--- src/rtl/piso_hs.sv ---
// piso_hs: parallel-in / serial-out shifter with a strobed bit advance.
// Frames carry WIDTH bits in the order selected by lsb_first, which is
// latched when the word is accepted. A new word can be taken on the edge
// that ends the current frame, so frames can run back-to-back with no gap.
// Optional feature macro: PISO_PARITY_EN appends one even-parity bit
// (the XOR of the latched word) to every frame.
module piso_hs #(
    parameter int WIDTH = 8,
    parameter int CNT_W = 3
) (
    input  logic             clock,
    input  logic             reset,
    input  logic [WIDTH-1:0] in_data,
    input  logic             in_valid,
    output logic             in_ready,
    input  logic             lsb_first,
    input  logic             ser_en,
    output logic             ser_out,
    output logic             ser_valid,
    output logic             busy,
    output logic             done
);

    typedef enum logic [1:0] {
        IDLE,
        SHIFT
`ifdef PISO_PARITY_EN
        , PARITY
`endif
    } state_t;

    state_t           state;
    state_t           state_nxt;
    logic [WIDTH-1:0] shreg;
    logic             lsb_q;
    logic [CNT_W-1:0] bit_cnt;
    logic             ser_q;
`ifdef PISO_PARITY_EN
    logic             par_q;
`endif

    logic             at_last_data;
    logic             at_last;
    logic             advance;
    logic             accept;

    // Frame position decode: last data bit, last frame bit, advance strobe
    always_comb begin
        at_last_data = (state == SHIFT) && (bit_cnt == CNT_W'(WIDTH - 1));
`ifdef PISO_PARITY_EN
        at_last      = (state == PARITY);
`else
        at_last      = at_last_data;
`endif
        advance      = (state != IDLE) && ser_en;
    end

    // Handshake: ready when idle or when the final bit is being retired
    always_comb begin
        in_ready = !reset && ((state == IDLE) || (at_last && ser_en));
        accept   = in_valid && in_ready;
    end

    // State register
    always_ff @(posedge clock or posedge reset) begin
        if (reset) begin
            state <= IDLE;
        end else begin
            state <= state_nxt;
        end
    end

    // Next-state logic
    always_comb begin
        state_nxt = state;
        case (state)
            IDLE: begin
                if (accept) state_nxt = SHIFT;
            end
            SHIFT: begin
                if (ser_en && at_last_data) begin
`ifdef PISO_PARITY_EN
                    state_nxt = PARITY;
`else
                    state_nxt = accept ? SHIFT : IDLE;
`endif
                end
            end
`ifdef PISO_PARITY_EN
            PARITY: begin
                if (ser_en) state_nxt = accept ? SHIFT : IDLE;
            end
`endif
            default: state_nxt = IDLE;
        endcase
    end

    // Outputs derived from state
    always_comb begin
        ser_out   = ser_q;
        ser_valid = (state != IDLE);
        busy      = (state != IDLE);
        done      = at_last;
    end

    // Datapath: the shift register always holds the not-yet-presented bits at
    // the outgoing end, so ser_q is reloaded from shreg[1] or shreg[WIDTH-2]
    // on each advance while the register moves by one position.
    always_ff @(posedge clock or posedge reset) begin
        if (reset) begin
            shreg   <= '0;
            lsb_q   <= 1'b0;
            bit_cnt <= '0;
            ser_q   <= 1'b0;
`ifdef PISO_PARITY_EN
            par_q   <= 1'b0;
`endif
        end else if (accept) begin
            shreg   <= in_data;
            lsb_q   <= lsb_first;
            bit_cnt <= '0;
            ser_q   <= lsb_first ? in_data[0] : in_data[WIDTH-1];
`ifdef PISO_PARITY_EN
            par_q   <= ^in_data;
`endif
        end else if (advance) begin
            if (at_last) begin
                ser_q <= 1'b0;
`ifdef PISO_PARITY_EN
            end else if (at_last_data) begin
                ser_q <= par_q;
`endif
            end else begin
                bit_cnt <= bit_cnt + CNT_W'(1);
                if (lsb_q) begin
                    shreg <= shreg >> 1;
                    ser_q <= shreg[1];
                end else begin
                    shreg <= shreg << 1;
                    ser_q <= shreg[WIDTH-2];
                end
            end
        end
    end

endmodule

--- config.mk ---
export PLATFORM = sky130hd
export DESIGN_NAME = piso_hs
export DESIGN_NICKNAME = d
export VERILOG_FILES = /design/src/rtl/piso_hs.sv
export SDC_FILE = /design/constraint.sdc
export NUM_CORES = 1
export LEC_CHECK = 0
export CAP_MARGIN = 30
export CORE_MARGIN = 2
export CORE_UTILIZATION = 51
export CTS_BUF_LIST = sky130_fd_sc_hd__clkbuf_8
export CTS_CLUSTER_DIAMETER = 100
export CTS_CLUSTER_SIZE = 8
export DETAILED_ROUTE_END_ITERATION = 16
export PLACE_DENSITY = 0.91
export SYNTH_ARGS = -nofsm -noshare
export SYNTH_HDL_FRONTEND = slang
export SYNTH_SLANG_ARGS = --single-unit
--- constraint.sdc ---
create_clock -name clock -period 1.95 [get_ports clock]
set_input_delay 0.39 -clock clock [delete_from_list [all_inputs] [get_ports clock]]
set_output_delay 0.39 -clock clock [all_outputs]
set_load 0.01 [all_outputs]
==> run_results.csv, run 1 <==
group,metric,value,unit
drt,ant_nets,0,
power,p_int,1.006,mW
power,pwr-share-clk,0.190,
synth,synth_cells,77,
synth,yosys_warnings,0,
synth,syn_nets,92,
drt,first_iter_violations,17,
power,peakVddDrop,0.0008775,V
timing,drv_slew,0,
synth,synth_top_area_share,0.4173,
timing,clock_skew,0.006123,ns
synth,syn-mean-instance-area,10.90,µm²
synth,ys_ff_latch,14,
cts,cts_tree,"done",
timing,relSlewSlack,0.6462,
floorplanning,rows,14,
global_routing,overflow,0,
timing,holdWs,0.5491,ns
place,placement.setup.worst_slack,-0.006472,ns
cts,cts-htree-levels,1,
power,pwr_density_cell,1404,mW/mm²
floorplanning,num_io_pins,18,
drt,vias,662,
drt,wire_per_inst,15.70,µm
cts,numCtsBuffers,3,
global_routing,grt_max_degree,15,
timing,final-setup-viol-count,0,
timing,post-route-period-util,0.9604,
critical_path,end_kind,"output pin",
timing,finalHoldViolations,0,
timing,rsz0062_at_grt,"false",
floorplanning,die_h,44.58,µm
global_routing,grt_util_all_layers,0.2085,
cts,cts_hold_buf,0,
synth,netlist-cell-type-count,25,
outcome,status,"complete, no violations",
final_layout,n_antenna_cell,0,
timing,fin_crit,1.873,ns
drt,drt_wl_total,1790,µm
place,place_congestion,0.7820,
power,power_frac_seq,0.346,
cts,path_clk_slew,0.06,ns
floorplanning,die-area,0.001987,mm²
final_layout,area_growth_syn_to_layout,30.10,%
timing,max_freq,0.5340,GHz
timing,finalWorstSetupSlack,0.07720,ns
min_path,hold_path_class,"reg2reg",
place,numPortBuffers,17,
synth,yosys.area.top_type,"dfrtp_1",
drt,first_pass_iters,4,
floorplanning,core-area,0.001524,mm²
run,drv_cap,0,
critical_path,cp.arrival,1.48,ns
final_layout,nNetsFinal,114,
drt,routed_via_density,5.807,
critical_path,worst-path-max-fanout,4,
drt,drcViolationCount,0,
floorplanning,die_w,44.58,µm
timing,tightest_slew,0.5302,ns
final_layout,n_fill_cell,106,
global_routing,grt_first_pass_wirelength,2884,µm
final_layout,drive_above_1_share,0.2347,
critical_path,path_class,"reg2out",
global_routing,grt_pass1_vias,647,
power,swShare,0.3441,
power,switchingPower,527.8,µW
critical_path,worstPathRequired,1.56,ns
global_routing,antenna_found_initial,0,
critical_path,worst_setup_path_start_kind,"flip-flop",
cts,cts_root_buf,"clkbuf_8",
floorplanning,start_util,0.5509,
cts,clk_latency,0.26,ns
place,dp_hpwl,1288,µm
power,p_leak,0.4963,nW
cts,clk_path_buf_depth,2,
synth,synth-seq-area-share,0.4173,
synth,synth_area,839.6,µm²
synth,synthTopCellsByArea,"dfrtp_1 42%, mux2i_1 13%, mux2_2 9.4%",
cts,clkSinkCount,14,
power,pwr-share-comb,0.464,
## sequential cells by signal, indices dropped and copies added (netlist names)
signal / cells
shreg: 8
bit_cnt: 3
lsb_q: 1
ser_out: 1
state: 1
## repair_timing
| item | CTS | global route |
|---|---|---|
| buffers inserted | 0 | 2 |
| pin swaps | 1 | 1 |
| resized for setup | 4 | 2 |
| endpoints found under the setup margin | 2 | 1 |
## kinds of logic (layout without fill, tap and decap cells)
kind of cell	after synthesis	after routing	synth area share
buffers and inverters	8	29	0.09239
and+or+nand+nor	21	21	0.1297
muxes	18	18	0.2250
adders and majority gates	2	2	0.02980
DFF	14	14	0.4173
AOI/OAI and AO/OA	13	13	0.09538
xor gates and xnor gates	1	1	0.01043
## per-layer routing
layer	up-vias	routed length, µm	GRT usage
met5	-	0	0
met1	322	771	0.2571
li1	311	-	-
met4	0	44	0.1273
met3	7	89	0.04082
met2	22	886	0.3333
## power by group through the flow
| stage | combinational [mW] | sequential [mW] | clock [mW] |
|---|---|---|---|
| floorplan | 0.547 | 0.488 | 0 |
| global placement | 0.622 | 0.519 | 0 |
| detailed placement | 0.659 | 0.529 | 0 |
| CTS | 0.663 | 0.526 | 0.294 |
| global route | 0.771 | 0.550 | 0.308 |
| finish | 0.712 | 0.531 | 0.291 |
## synthesized netlist by cell type (all sizes together)
master   n
mux2     7
nor2b    1
clkbuf   1
nand2    2
dfrtp   14
nor2     5
nand2b   1
ha       2
nand3    8
mux2i   11
a22oi    3
and2     2
inv      1
buf      6
xnor2    1
and3b    1
a21bo    1
o21ai    8
and2b    1
a21boi   1
## cells in the final DEF, fill, tap and decap left out, drive strengths merged
| cell type | count |
|---|---|
| o21ai | 8 |
| nand3 | 8 |
| a21boi | 1 |
| buf | 7 |
| nor2b | 1 |
| dlygate4sd2 | 2 |
| nand2b | 1 |
| clkdlybuf4s50 | 15 |
| a22oi | 3 |
| nand2 | 2 |
| inv | 1 |
| clkbuf | 4 |
| and3b | 1 |
| nor2 | 5 |
| ha | 2 |
| xnor2 | 1 |
| mux2i | 11 |
| dfrtp | 14 |
| mux2 | 7 |
| and2b | 1 |
| a21bo | 1 |
| and2 | 2 |
## cell type report
type                       instances  area [µm²]  area share
clock buffer                       4       55.05     0.05040
sequential                        14       350.3      0.3207
tap                               16       20.02     0.01833
multi-input combinational         55       430.4      0.3940
inverter                           1       3.754    0.003436
timing repair buffer              24       232.7      0.2131
## metrics by stage
stage / power, mW / utilization / instance area [µm²] / TNS, ns / std cells
floorplan: 1.035 / - / 839.6 / 0 / 77
global placement: 1.142 / 0.6601 / 1006 / -0.005542 / 108
detailed placement: 1.188 / 0.6601 / 1006 / -0.006472 / 108
CTS: 1.482 / 0.6987 / 1065 / 0 / 112
global route: 1.629 / 0.7167 / 1092 / 0 / 114
finish: 1.534 / 0.7167 / 1092 / 0 / 114
## worst paths after layout
path / start / end / slack (ns) / depth (start not counted)
hold reg to reg: bit_cnt[1] / bit_cnt[1] / 0.55 / 2
setup reg to reg: bit_cnt[0] / shreg[7] / 0.34 / 6
setup / recovery: bit_cnt[0] / in_ready / 0.08 / 5
min in group asynchronous: reset / lsb_q / 0.67 / 3
hold / removal: bit_cnt[1] / bit_cnt[1] / 0.55 / 2
max in group asynchronous: reset / shreg[3] / 0.93 / 3
## worst max-delay path: stages (launching register included)
cell and delay (ns):
dfrtp_1 0.39, ha_2 0.21, ha_4 0.17, a21boi_2 0.14, nor2_1 0.05, dlygate4sd2_1 0.27
No activity file was read; power rests on OpenSTA's default activity.
==> run 2, diff against run 1 <==
--- a/config.mk
+++ b/config.mk
@@ -13,6 +13,7 @@
 export CTS_CLUSTER_SIZE = 8
 export DETAILED_ROUTE_END_ITERATION = 16
 export PLACE_DENSITY = 0.91
+export SKIP_LAST_GASP = 1
 export SYNTH_ARGS = -nofsm -noshare
 export SYNTH_HDL_FRONTEND = slang
 export SYNTH_SLANG_ARGS = --single-unit
==> results of run 2 <==
Final layout, timing and power as in run 1 (identical DEF).
==> run 3, diff against run 2 <==
--- a/config.mk
+++ b/config.mk
@@ -6,7 +6,6 @@
 export NUM_CORES = 1
 export LEC_CHECK = 0
 export CAP_MARGIN = 30
-export CORE_MARGIN = 2
 export CORE_UTILIZATION = 51
 export CTS_BUF_LIST = sky130_fd_sc_hd__clkbuf_8
 export CTS_CLUSTER_DIAMETER = 100
==> run_results.csv, run 3 (synthesis results as in run 1) <==
group,metric,value,unit
critical_path,cp.arrival,1.47,ns
floorplanning,num_io_pins,18,
power,p_int,1.009,mW
global_routing,grt_pass1_vias,690,
cts,clk_latency,0.25,ns
cts,numCtsBuffers,3,
floorplanning,die_w,42.58,µm
drt,ant_nets,0,
cts,cts-htree-levels,1,
min_path,min-delay-start,"bit_cnt[1]",
final_layout,reg_top3,"shreg x8, bit_cnt x3",
floorplanning,die-area,0.001813,mm²
cts,clk_path_buf_depth,2,
timing,fin_crit,1.862,ns
timing,final-setup-viol-count,0,
floorplanning,core-area,0.001524,mm²
final_layout,n_fill_cell,108,
power,peakVddDrop,0.0008803,V
critical_path,r2r_slack,0.32,ns
final_layout,largest_register_ffs,8,
power,power_frac_seq,0.347,
final_layout,top_register,"shreg",
drt,first_iter_violations,11,
drt,first_pass_iters,4,
min_path,hold_end,"bit_cnt[1]",
critical_path,worst_setup_path_start_kind,"flip-flop",
timing,rsz0062_at_grt,"false",
timing,post-route-period-util,0.9549,
power,switchingPower,531.1,µW
timing,max_freq,0.5371,GHz
drt,routed_via_density,5.754,
floorplanning,die_h,42.58,µm
final_layout,nNetsFinal,114,
global_routing,grt_max_degree,15,
final_layout,drive_above_1_share,0.2347,
power,p_leak,0.4963,nW
run,drv_cap,0,
power,pwr_density_cell,1410,mW/mm²
critical_path,reg2reg_from,"bit_cnt[0]",
cts,clkSinkCount,14,
cts,cts_root_buf,"clkbuf_8",
timing,relSlewSlack,0.6407,
drt,drcViolationCount,0,
timing,finalHoldViolations,0,
cts,path_clk_slew,0.06,ns
timing,tightest_slew,0.5383,ns
critical_path,reg2reg_depth,6,
power,pwr-share-clk,0.186,
global_routing,grt_util_all_layers,0.2403,
floorplanning,rows,14,
min_path,min_path_cells,2,
critical_path,worstPathRequired,1.56,ns
critical_path,end_kind,"output pin",
final_layout,post_layout_nonfiller_instances,114,
timing,holdWs,0.5544,ns
place,dpl.cell_count,109,
place,place_congestion,0.7376,
drt,wire_per_inst,16.13,µm
global_routing,overflow,0,
global_routing,antenna_found_initial,0,
floorplanning,start_util,0.5509,
drt,drt_wl_total,1839,µm
power,swShare,0.3448,
final_layout,n_antenna_cell,0,
timing,clock_skew,0.002098,ns
cts,cts_tree,"done",
global_routing,grt_first_pass_wirelength,3132,µm
place,numPortBuffers,17,
critical_path,path_class,"reg2out",
critical_path,worstReg2RegEnd,"shreg[7]",
final_layout,final_common_cell,"clkdlybuf4s50_1",
drt,vias,656,
power,pwr-share-comb,0.468,
place,dp_hpwl,1288,µm
final_layout,seq_area,350.3,µm²
final_layout,area_growth_syn_to_layout,30.10,%
timing,drv_slew,0,
critical_path,worst-path-max-fanout,4,
final_layout,multi_input_area,430.4,µm²
min_path,hold_path_class,"reg2reg",
outcome,status,"complete, no violations",
final_layout,layout_common_cells,"15 x clkdlybuf4s50_1, 14 x dfrtp_1, 11 x mux2i_1",
==> run 3: cell counts in the layout (fill, tap and decap cells not counted) <==
No cell type changed its count.
==> run 3: per-layer routing <==
layer  vias up  track usage  wire length, µm
li1        312            -                -
met1       323       0.2806              778
met2        19       0.4215              973
met3         2      0.04310               71
met4         0       0.1125               15
met5         -            0                0
==> run 3: stage by stage <==
stage / instance area (µm²) / worst slack [ns] / setup TNS [ns] / utilization / power [mW]
after floorplan: 839.6 / 0.3725 / 0 / - / 1.035
after global placement: 1013 / -0.003008 / -0.003008 / 0.6650 / 1.155
after detailed placement: 1013 / -0.01756 / -0.01756 / 0.6650 / 1.209
after CTS: 1070 / 0.003751 / 0 / 0.7020 / 1.502
after global routing: 1092 / 0.01203 / 0 / 0.7167 / 1.654
final: 1092 / 0.08802 / 0 / 0.7167 / 1.540
==> run 3: worst max path at each step <==
stage | end | start | depth (start not counted) | slack [ns]
3_3_place_gp | in_ready | ser_en | 4 | -0.003
3_5_place_dp | in_ready | ser_en | 4 | -0.02
5_1_grt | in_ready | bit_cnt[0] | 5 | 0.01
6_report | in_ready | bit_cnt[0] | 5 | 0.09
2_1_floorplan | shreg[3] | bit_cnt[0] | 7 | 0.37
4_1_cts | done | bit_cnt[0] | 4 | 0.004
==> run 3: power by group through the flow <==
stage	Combinational, mW	Sequential, mW	Clock, mW
3_5_place_dp	0.673	0.536	0
4_1_cts	0.685	0.528	0.289
5_1_grt	0.806	0.550	0.298
3_3_place_gp	0.635	0.520	0
2_1_floorplan	0.547	0.488	0
6_report	0.720	0.534	0.286
==> run 3: cell type report <==
cell class / instances / area share
Clock buffer: 4 / 0.05040
Inverter: 1 / 0.003436
Multi-Input combinational cell: 55 / 0.3940
Sequential cell: 14 / 0.3207
Tap cell: 16 / 0.01833
Timing Repair Buffer: 24 / 0.2131
==> run 3: critical path, cell delays in order (launching register included) <==
cell and delay, ns:
dfrtp_1 0.40, ha_2 0.20, ha_4 0.17, a21boi_2 0.14, nor2_1 0.05, dlygate4sd2_1 0.27
==> run 3: what timing repair did <==
| action | in CTS | in global routing |
|---|---|---|
| buffers inserted | 0 | 1 |
| hold buffers | 0 | 0 |
| setup endpoints to repair | 2 | 2 |
| pin swaps | 1 | 1 |
| resized for setup | 3 | 3 |
